`src/rtl/jtag_tap_param.sv`:
```
// jtag_tap_param -- parameterised IEEE 1149.1 TAP controller with IR, BYPASS,
// IDCODE, boundary-scan and user data registers.
//
// Ports:
//   tck          test clock; FSM and registers on rising edge, tdo on falling
//   rst_n        asynchronous active-low reset
//   tdi, tms     serial data in, mode select
//   tdo, tdo_en  serial data out and its enable (valid in Shift-IR/DR only)
//   bsr_cap_i    pin values loaded into the BSR on Capture-DR
//   bsr_upd_o    BSR update latch
//   bsr_drive_o  high while the active instruction is EXTEST or INTEST
//   usr_cap_i    value loaded into the user register on Capture-DR
//   usr_upd_o    user register update latch
//   usr_strb_o   one-tck pulse on each user update
//   ir_o         active instruction
module jtag_tap_param #(
    parameter int unsigned IR_W   = 4,
    parameter int unsigned BSR_W  = 8,
    parameter int unsigned USR_W  = 16,
    parameter logic [31:0] IDCODE = 32'h1BDA_0001
) (
    input  logic             tck,
    input  logic             rst_n,
    input  logic             tdi,
    input  logic             tms,
    output logic             tdo,
    output logic             tdo_en,
    input  logic [BSR_W-1:0] bsr_cap_i,
    output logic [BSR_W-1:0] bsr_upd_o,
    output logic             bsr_drive_o,
    input  logic [USR_W-1:0] usr_cap_i,
    output logic [USR_W-1:0] usr_upd_o,
    output logic             usr_strb_o,
    output logic [IR_W-1:0]  ir_o
);

    localparam logic [IR_W-1:0] OP_EXTEST  = IR_W'(0);
    localparam logic [IR_W-1:0] OP_IDCODE  = IR_W'(1);
    localparam logic [IR_W-1:0] OP_SAMPLE  = IR_W'(2);
    localparam logic [IR_W-1:0] OP_INTEST  = IR_W'(3);
    localparam logic [IR_W-1:0] OP_USER    = IR_W'(4);
    localparam logic [IR_W-1:0] IR_CAPTURE = IR_W'(1);

    typedef enum logic [3:0] {
        S_TLR, S_RTI,
        S_SEL_DR, S_CAP_DR, S_SHIFT_DR, S_EXIT1_DR, S_PAUSE_DR, S_EXIT2_DR, S_UPD_DR,
        S_SEL_IR, S_CAP_IR, S_SHIFT_IR, S_EXIT1_IR, S_PAUSE_IR, S_EXIT2_IR, S_UPD_IR
    } tap_state_t;

    typedef enum logic [1:0] {
        DR_BYPASS, DR_IDCODE, DR_BSR, DR_USR
    } dr_sel_t;

    tap_state_t       state, state_nxt;
    dr_sel_t          dr_sel;

    logic [IR_W-1:0]  ir_sr;
    logic             bypass_sr;
    logic [31:0]      id_sr;
    logic [BSR_W-1:0] bsr_sr, bsr_shift;
    logic [USR_W-1:0] usr_sr, usr_shift;
    logic             dr_lsb;

    // ---------------- TAP state register ----------------
    always_ff @(posedge tck or negedge rst_n) begin
        if (!rst_n) state <= S_TLR;
        else        state <= state_nxt;
    end

    always_comb begin
        state_nxt = S_TLR;
        unique case (state)
            S_TLR:      state_nxt = tms ? S_TLR      : S_RTI;
            S_RTI:      state_nxt = tms ? S_SEL_DR   : S_RTI;
            S_SEL_DR:   state_nxt = tms ? S_SEL_IR   : S_CAP_DR;
            S_CAP_DR:   state_nxt = tms ? S_EXIT1_DR : S_SHIFT_DR;
            S_SHIFT_DR: state_nxt = tms ? S_EXIT1_DR : S_SHIFT_DR;
            S_EXIT1_DR: state_nxt = tms ? S_UPD_DR   : S_PAUSE_DR;
            S_PAUSE_DR: state_nxt = tms ? S_EXIT2_DR : S_PAUSE_DR;
            S_EXIT2_DR: state_nxt = tms ? S_UPD_DR   : S_SHIFT_DR;
            S_UPD_DR:   state_nxt = tms ? S_SEL_DR   : S_RTI;
            S_SEL_IR:   state_nxt = tms ? S_TLR      : S_CAP_IR;
            S_CAP_IR:   state_nxt = tms ? S_EXIT1_IR : S_SHIFT_IR;
            S_SHIFT_IR: state_nxt = tms ? S_EXIT1_IR : S_SHIFT_IR;
            S_EXIT1_IR: state_nxt = tms ? S_UPD_IR   : S_PAUSE_IR;
            S_PAUSE_IR: state_nxt = tms ? S_EXIT2_IR : S_PAUSE_IR;
            S_EXIT2_IR: state_nxt = tms ? S_UPD_IR   : S_SHIFT_IR;
            S_UPD_IR:   state_nxt = tms ? S_SEL_DR   : S_RTI;
            default:    state_nxt = S_TLR;
        endcase
    end

    // ---------------- instruction decode ----------------
    always_comb begin
        dr_sel = DR_BYPASS;
        case (ir_o)
            OP_EXTEST, OP_SAMPLE, OP_INTEST: dr_sel = DR_BSR;
            OP_IDCODE:                       dr_sel = DR_IDCODE;
            OP_USER:                         dr_sel = DR_USR;
            default:                         dr_sel = DR_BYPASS;
        endcase
    end

    assign bsr_drive_o = (ir_o == OP_EXTEST) || (ir_o == OP_INTEST);

    // Shift-right images written element-wise so a 1-bit register still works.
    always_comb begin
        bsr_shift            = bsr_sr >> 1;
        bsr_shift[BSR_W-1]   = tdi;
        usr_shift            = usr_sr >> 1;
        usr_shift[USR_W-1]   = tdi;
    end

    always_comb begin
        dr_lsb = 1'b0;
        case (dr_sel)
            DR_BYPASS: dr_lsb = bypass_sr;
            DR_IDCODE: dr_lsb = id_sr[0];
            DR_BSR:    dr_lsb = bsr_sr[0];
            DR_USR:    dr_lsb = usr_sr[0];
            default:   dr_lsb = 1'b0;
        endcase
    end

    // ---------------- shift / capture / update registers ----------------
    always_ff @(posedge tck or negedge rst_n) begin
        if (!rst_n) begin
            ir_sr      <= '0;
            ir_o       <= OP_IDCODE;
            bypass_sr  <= 1'b0;
            id_sr      <= '0;
            bsr_sr     <= '0;
            usr_sr     <= '0;
            bsr_upd_o  <= '0;
            usr_upd_o  <= '0;
            usr_strb_o <= 1'b0;
        end else begin
            usr_strb_o <= 1'b0;
            // Clear on the edge entering TLR (and on every edge spent there), so
            // the outputs already read as reset while the FSM sits in TLR.
            if (state_nxt == S_TLR) begin
                ir_o      <= OP_IDCODE;
                bsr_upd_o <= '0;
                usr_upd_o <= '0;
            end else begin
                case (state)
                    S_CAP_IR:   ir_sr <= IR_CAPTURE;
                    S_SHIFT_IR: ir_sr <= {tdi, ir_sr[IR_W-1:1]};
                    S_UPD_IR:   ir_o  <= ir_sr;
                    S_CAP_DR: begin
                        case (dr_sel)
                            DR_BYPASS: bypass_sr <= 1'b0;
                            DR_IDCODE: id_sr     <= IDCODE;
                            DR_BSR:    bsr_sr    <= bsr_cap_i;
                            DR_USR:    usr_sr    <= usr_cap_i;
                            default:   bypass_sr <= 1'b0;
                        endcase
                    end
                    S_SHIFT_DR: begin
                        case (dr_sel)
                            DR_BYPASS: bypass_sr <= tdi;
                            DR_IDCODE: id_sr     <= {tdi, id_sr[31:1]};
                            DR_BSR:    bsr_sr    <= bsr_shift;
                            DR_USR:    usr_sr    <= usr_shift;
                            default:   bypass_sr <= tdi;
                        endcase
                    end
                    S_UPD_DR: begin
                        if (dr_sel == DR_BSR) begin
                            bsr_upd_o <= bsr_sr;
                        end else if (dr_sel == DR_USR) begin
                            usr_upd_o  <= usr_sr;
                            usr_strb_o <= 1'b1;
                        end
                    end
                    default: ;
                endcase
            end
        end
    end

    // ---------------- falling-edge output stage ----------------
    always_ff @(negedge tck or negedge rst_n) begin
        if (!rst_n) begin
            tdo    <= 1'b0;
            tdo_en <= 1'b0;
        end else if (state == S_SHIFT_IR) begin
            tdo    <= ir_sr[0];
            tdo_en <= 1'b1;
        end else if (state == S_SHIFT_DR) begin
            tdo    <= dr_lsb;
            tdo_en <= 1'b1;
        end else begin
            tdo    <= 1'b0;
            tdo_en <= 1'b0;
        end
    end

endmodule

```
`config.mk`:
```
export PLATFORM = sky130hd
export DESIGN_NAME = jtag_tap_param
export DESIGN_NICKNAME = d
export VERILOG_FILES = /design/src/rtl/jtag_tap_param.sv
export SDC_FILE = /design/constraint.sdc
export NUM_CORES = 1
export LEC_CHECK = 0
export BUFFER_PORTS_ARGS = -buffer_cell sky130_fd_sc_hd__clkbuf_2
export CAP_MARGIN = 10
export CORE_MARGIN = 2
export CORE_UTILIZATION = 52
export DETAILED_ROUTE_END_ITERATION = 8
export GPL_TIMING_DRIVEN = 0
export PLACE_DENSITY = 0.82
export SYNTH_ARGS = -nofsm -noshare
export SYNTH_HDL_FRONTEND = slang
export SYNTH_SLANG_ARGS = --single-unit
```
`constraint.sdc`:
```
create_clock -name tck -period 2.06 [get_ports tck]
set_input_delay 0.103 -clock tck [delete_from_list [all_inputs] [get_ports tck]]
set_output_delay 0.103 -clock tck [all_outputs]
set_load 0.02 [all_outputs]
```
==> reports/results.ini <==
[run_status]
status = complete, but fails checks
failed_checks = negative setup slack

[drt]
dr.pass1.iters = 5
drt-initial-drc-count = 207
ant_nets = 0
vias = 3755
drc = 0
routed_wl_mm = 11.8
wl_per_cell_um = 18.8
viasPerCell = 6.00

[placed_design]
dpl.cell_count = 579
placed_area_um2 = 5060
dp_slack_ps = -660
gp_congestion = 0.837
place_hpwl_mm = 7.20
io_buffers = 58

[clock_network]
clockBufferDepth = 2
h-tree-depth = 3
numCtsBuffers = 9
clock_latency_ps = 370
clk_pin_slew_ps = 100
clkSinkCount = 96
cts_tree = built
cts-root-buf = clkbuf_8

[timing]
hold_viol = 0
fin_setup_tns_ps = -11510
slew_violations = 0
rsz0062_at_grt = yes
clock_skew_ps = 24.3
tightest_slew_ps = 924
setup_viol = 68
max_slew_margin_pct = 38.3
worst_slack_ps = -445

[layout]
stdcell_area_um2 = 5720
finish.net_count = 542
final_util_pct = 66.2
drive_above_1_share_pct = 41.1
diodes = 0
syn_to_final_growth_pct = 25.1
final_cells = 626

[min_path]
holdPathStages = 3
hp-class = primary input to flip-flop

[setup_path]
slowest_delay_ps = 470
cp.arrival_ps = 1660
critPathLaunch = ir_o[2]
r2r_start = ir_o[2]
worst_path_max_delay_cell = dfrtp_2
crit_path_end_kind = flip-flop
crit_required_ps = 1220
critPathLaunchType = flip-flop
reg2reg_depth = 3
cp_cell_sequence = or3_1 -> o221a_2 -> a211o_1
r2r_end = tdo
critPathMaxFanout = 8
rrSetupSlack_ps = -440
cp-endpoint = tdo
worstSetupPathType = flip-flop to flip-flop

[yosys]
syn_avg_cell_area_um2 = 11.1
synth_seq_area_share_pct = 52.6
synth_edf_count = 0
synth_top_area_share_pct = 50.9
syn_area_um2 = 4570
ys_warn_count = 0
ys.flop_type = dfrtp_1
synth-seq-cells = 96
synth_top_area_cell = dfrtp_1
synthDistinctLibCells = 46
synthCells = 412
async_flop_share_pct = 100
syn-num-nets = 440
ys_top_cells_by_area = dfrtp_1 (51%), mux2_2 (13%), o21ai_0 (4.2%)

[floorplanning]
fp.coreArea_um2 = 8640
die_h_um = 97.8
rows = 34
num_io_pins = 60
die_area_um2 = 9560
initial_core_util_pct = 52.9
die_w_um = 97.8

[global_route]
grt_pass1_vias = 3684
grt_start_max_net_pins = 62
antenna_found_initial = 0
track_usage_pct = 23.8
overflow = 0
grt_pass1_wl_mm = 18.2

[pwr]
p_leak_nw = 2.57
ir_worst_vdd_mv = 0.682
powerDensity_nw_per_um2 = 1480

[job]
maxCapViolCount = 0

==> cell usage in the layout (no fill, tap or decap), drive strengths merged, types with 4 or more instances in the layout <==
cell and n:
mux2 58, a211oi 7, nor2 14, o21ai 38
dfrtp 93, clkbuf 88, nand4 28, nand3 18
or4 5, buf 50, inv 18, nand2 9
o21a 10, mux2i 4, a21oi 28, o31ai 8
==> registers in the layout, summed over array words and instances, names as in the netlist <==
register and flops:
ir_o 4, usr_strb_o 1, usr_sr 16, state 4, ir_sr 4, bsr_sr 8
usr_upd_o 16, bypass_sr 1, id_sr 32, bsr_upd_o 8, tdo_en 1, tdo 1
==> cell type report <==
| class | count | area [um2] |
|---|---|---|
| Buffer | 36 | 262 |
| Clock buffer | 9 | 124 |
| Clock inverter | 6 | 92.6 |
| Fill cell | 617 | 2920 |
| Inverter | 16 | 60.1 |
| Multi-Input combinational cell | 261 | 2000 |
| Sequential cell | 96 | 2410 |
| Tap cell | 108 | 135 |
| Timing Repair Buffer | 94 | 638 |
==> how the worst min path moves through the flow <==
stage                     startpoint   endpoint  slack (ps)
after floorplan                rst_n  bsr_sr[0]        -190
after global placement           tdi   ir_sr[3]         430
after detailed placement       rst_n   id_sr[9]         140
after CTS                        tdi   ir_sr[3]          40
after global routing             tdi   ir_sr[3]          60
final                            tdi   ir_sr[3]          50
==> kinds of logic (layout without fill, tap and decap cells) <==
kind of cell	count (synthesis)	after routing	synth area share (%)
multiplexers	62	62	15.2
AO/OA/AOI/OAI	97	97	13.4
AND/OR/NAND/NOR	100	100	12.9
buffers and inverters	55	161	5.56
XOR/XNOR	2	2	0.383
flip-flops	96	96	52.6
==> Yosys cell counts (4+ instances only) <==
master    instances
o21ai_0          38
o21a_1           10
dfrtp_1          93
nand4_1          28
mux2i_1           4
buf_6             4
clkbuf_1         22
a21oi_1          27
or4_1             5
nor2_1           14
a211oi_1          4
o31ai_1           8
mux2_2           52
mux2_1            6
nand3_1          18
nand2_1           9
inv_1            16
buf_2            10
==> timing repair <==
action                     4_1_cts  5_1_grt
resized for setup               54       19
hold endpoints to repair        32        0
hold buffers                     1        0
pin swaps                        5       10
setup buffers                   15       15
setup endpoints to repair       74       86
cloned                           3        0
==> power breakdown <==
part / leakage (nW) / internal [W] / total [W] / switching [W]
combinational: 1.22 / 0.00182 / 0.00409 / 0.00226
clock: 0.102 / 0.000686 / 0.00137 / 0.000686
sequential: 1.25 / 0.00252 / 0.00298 / 0.000462
total: 2.57 / 0.00503 / 0.00844 / 0.00341
==> stage by stage <==
stage          total power [W]  hold WS, ps
2_1_floorplan          0.00525         -193
3_3_place_gp           0.00608          428
3_5_place_dp           0.00622          137
4_1_cts                0.00807         39.2
5_1_grt                0.00885         55.5
6_report               0.00844         52.5
==> metal layers <==
metal / part of all wire, % / global-route usage (%)
met5: 0 / 0
met4: 1.4 / 6.62
met3: 5.0 / 5.73
met2: 51 / 40.7
met1: 42 / 30.5
==> worst max-delay path: cells and delay by family, from the launching register on <==
| kind | cells | cell delay, ps |
|---|---|---|
| flip-flops | 1 | 470 |
| AO/OA/AOI/OAI | 2 | 440 |
| AND/OR/NAND/NOR | 1 | 390 |
(Power assumes the default switching activity.)
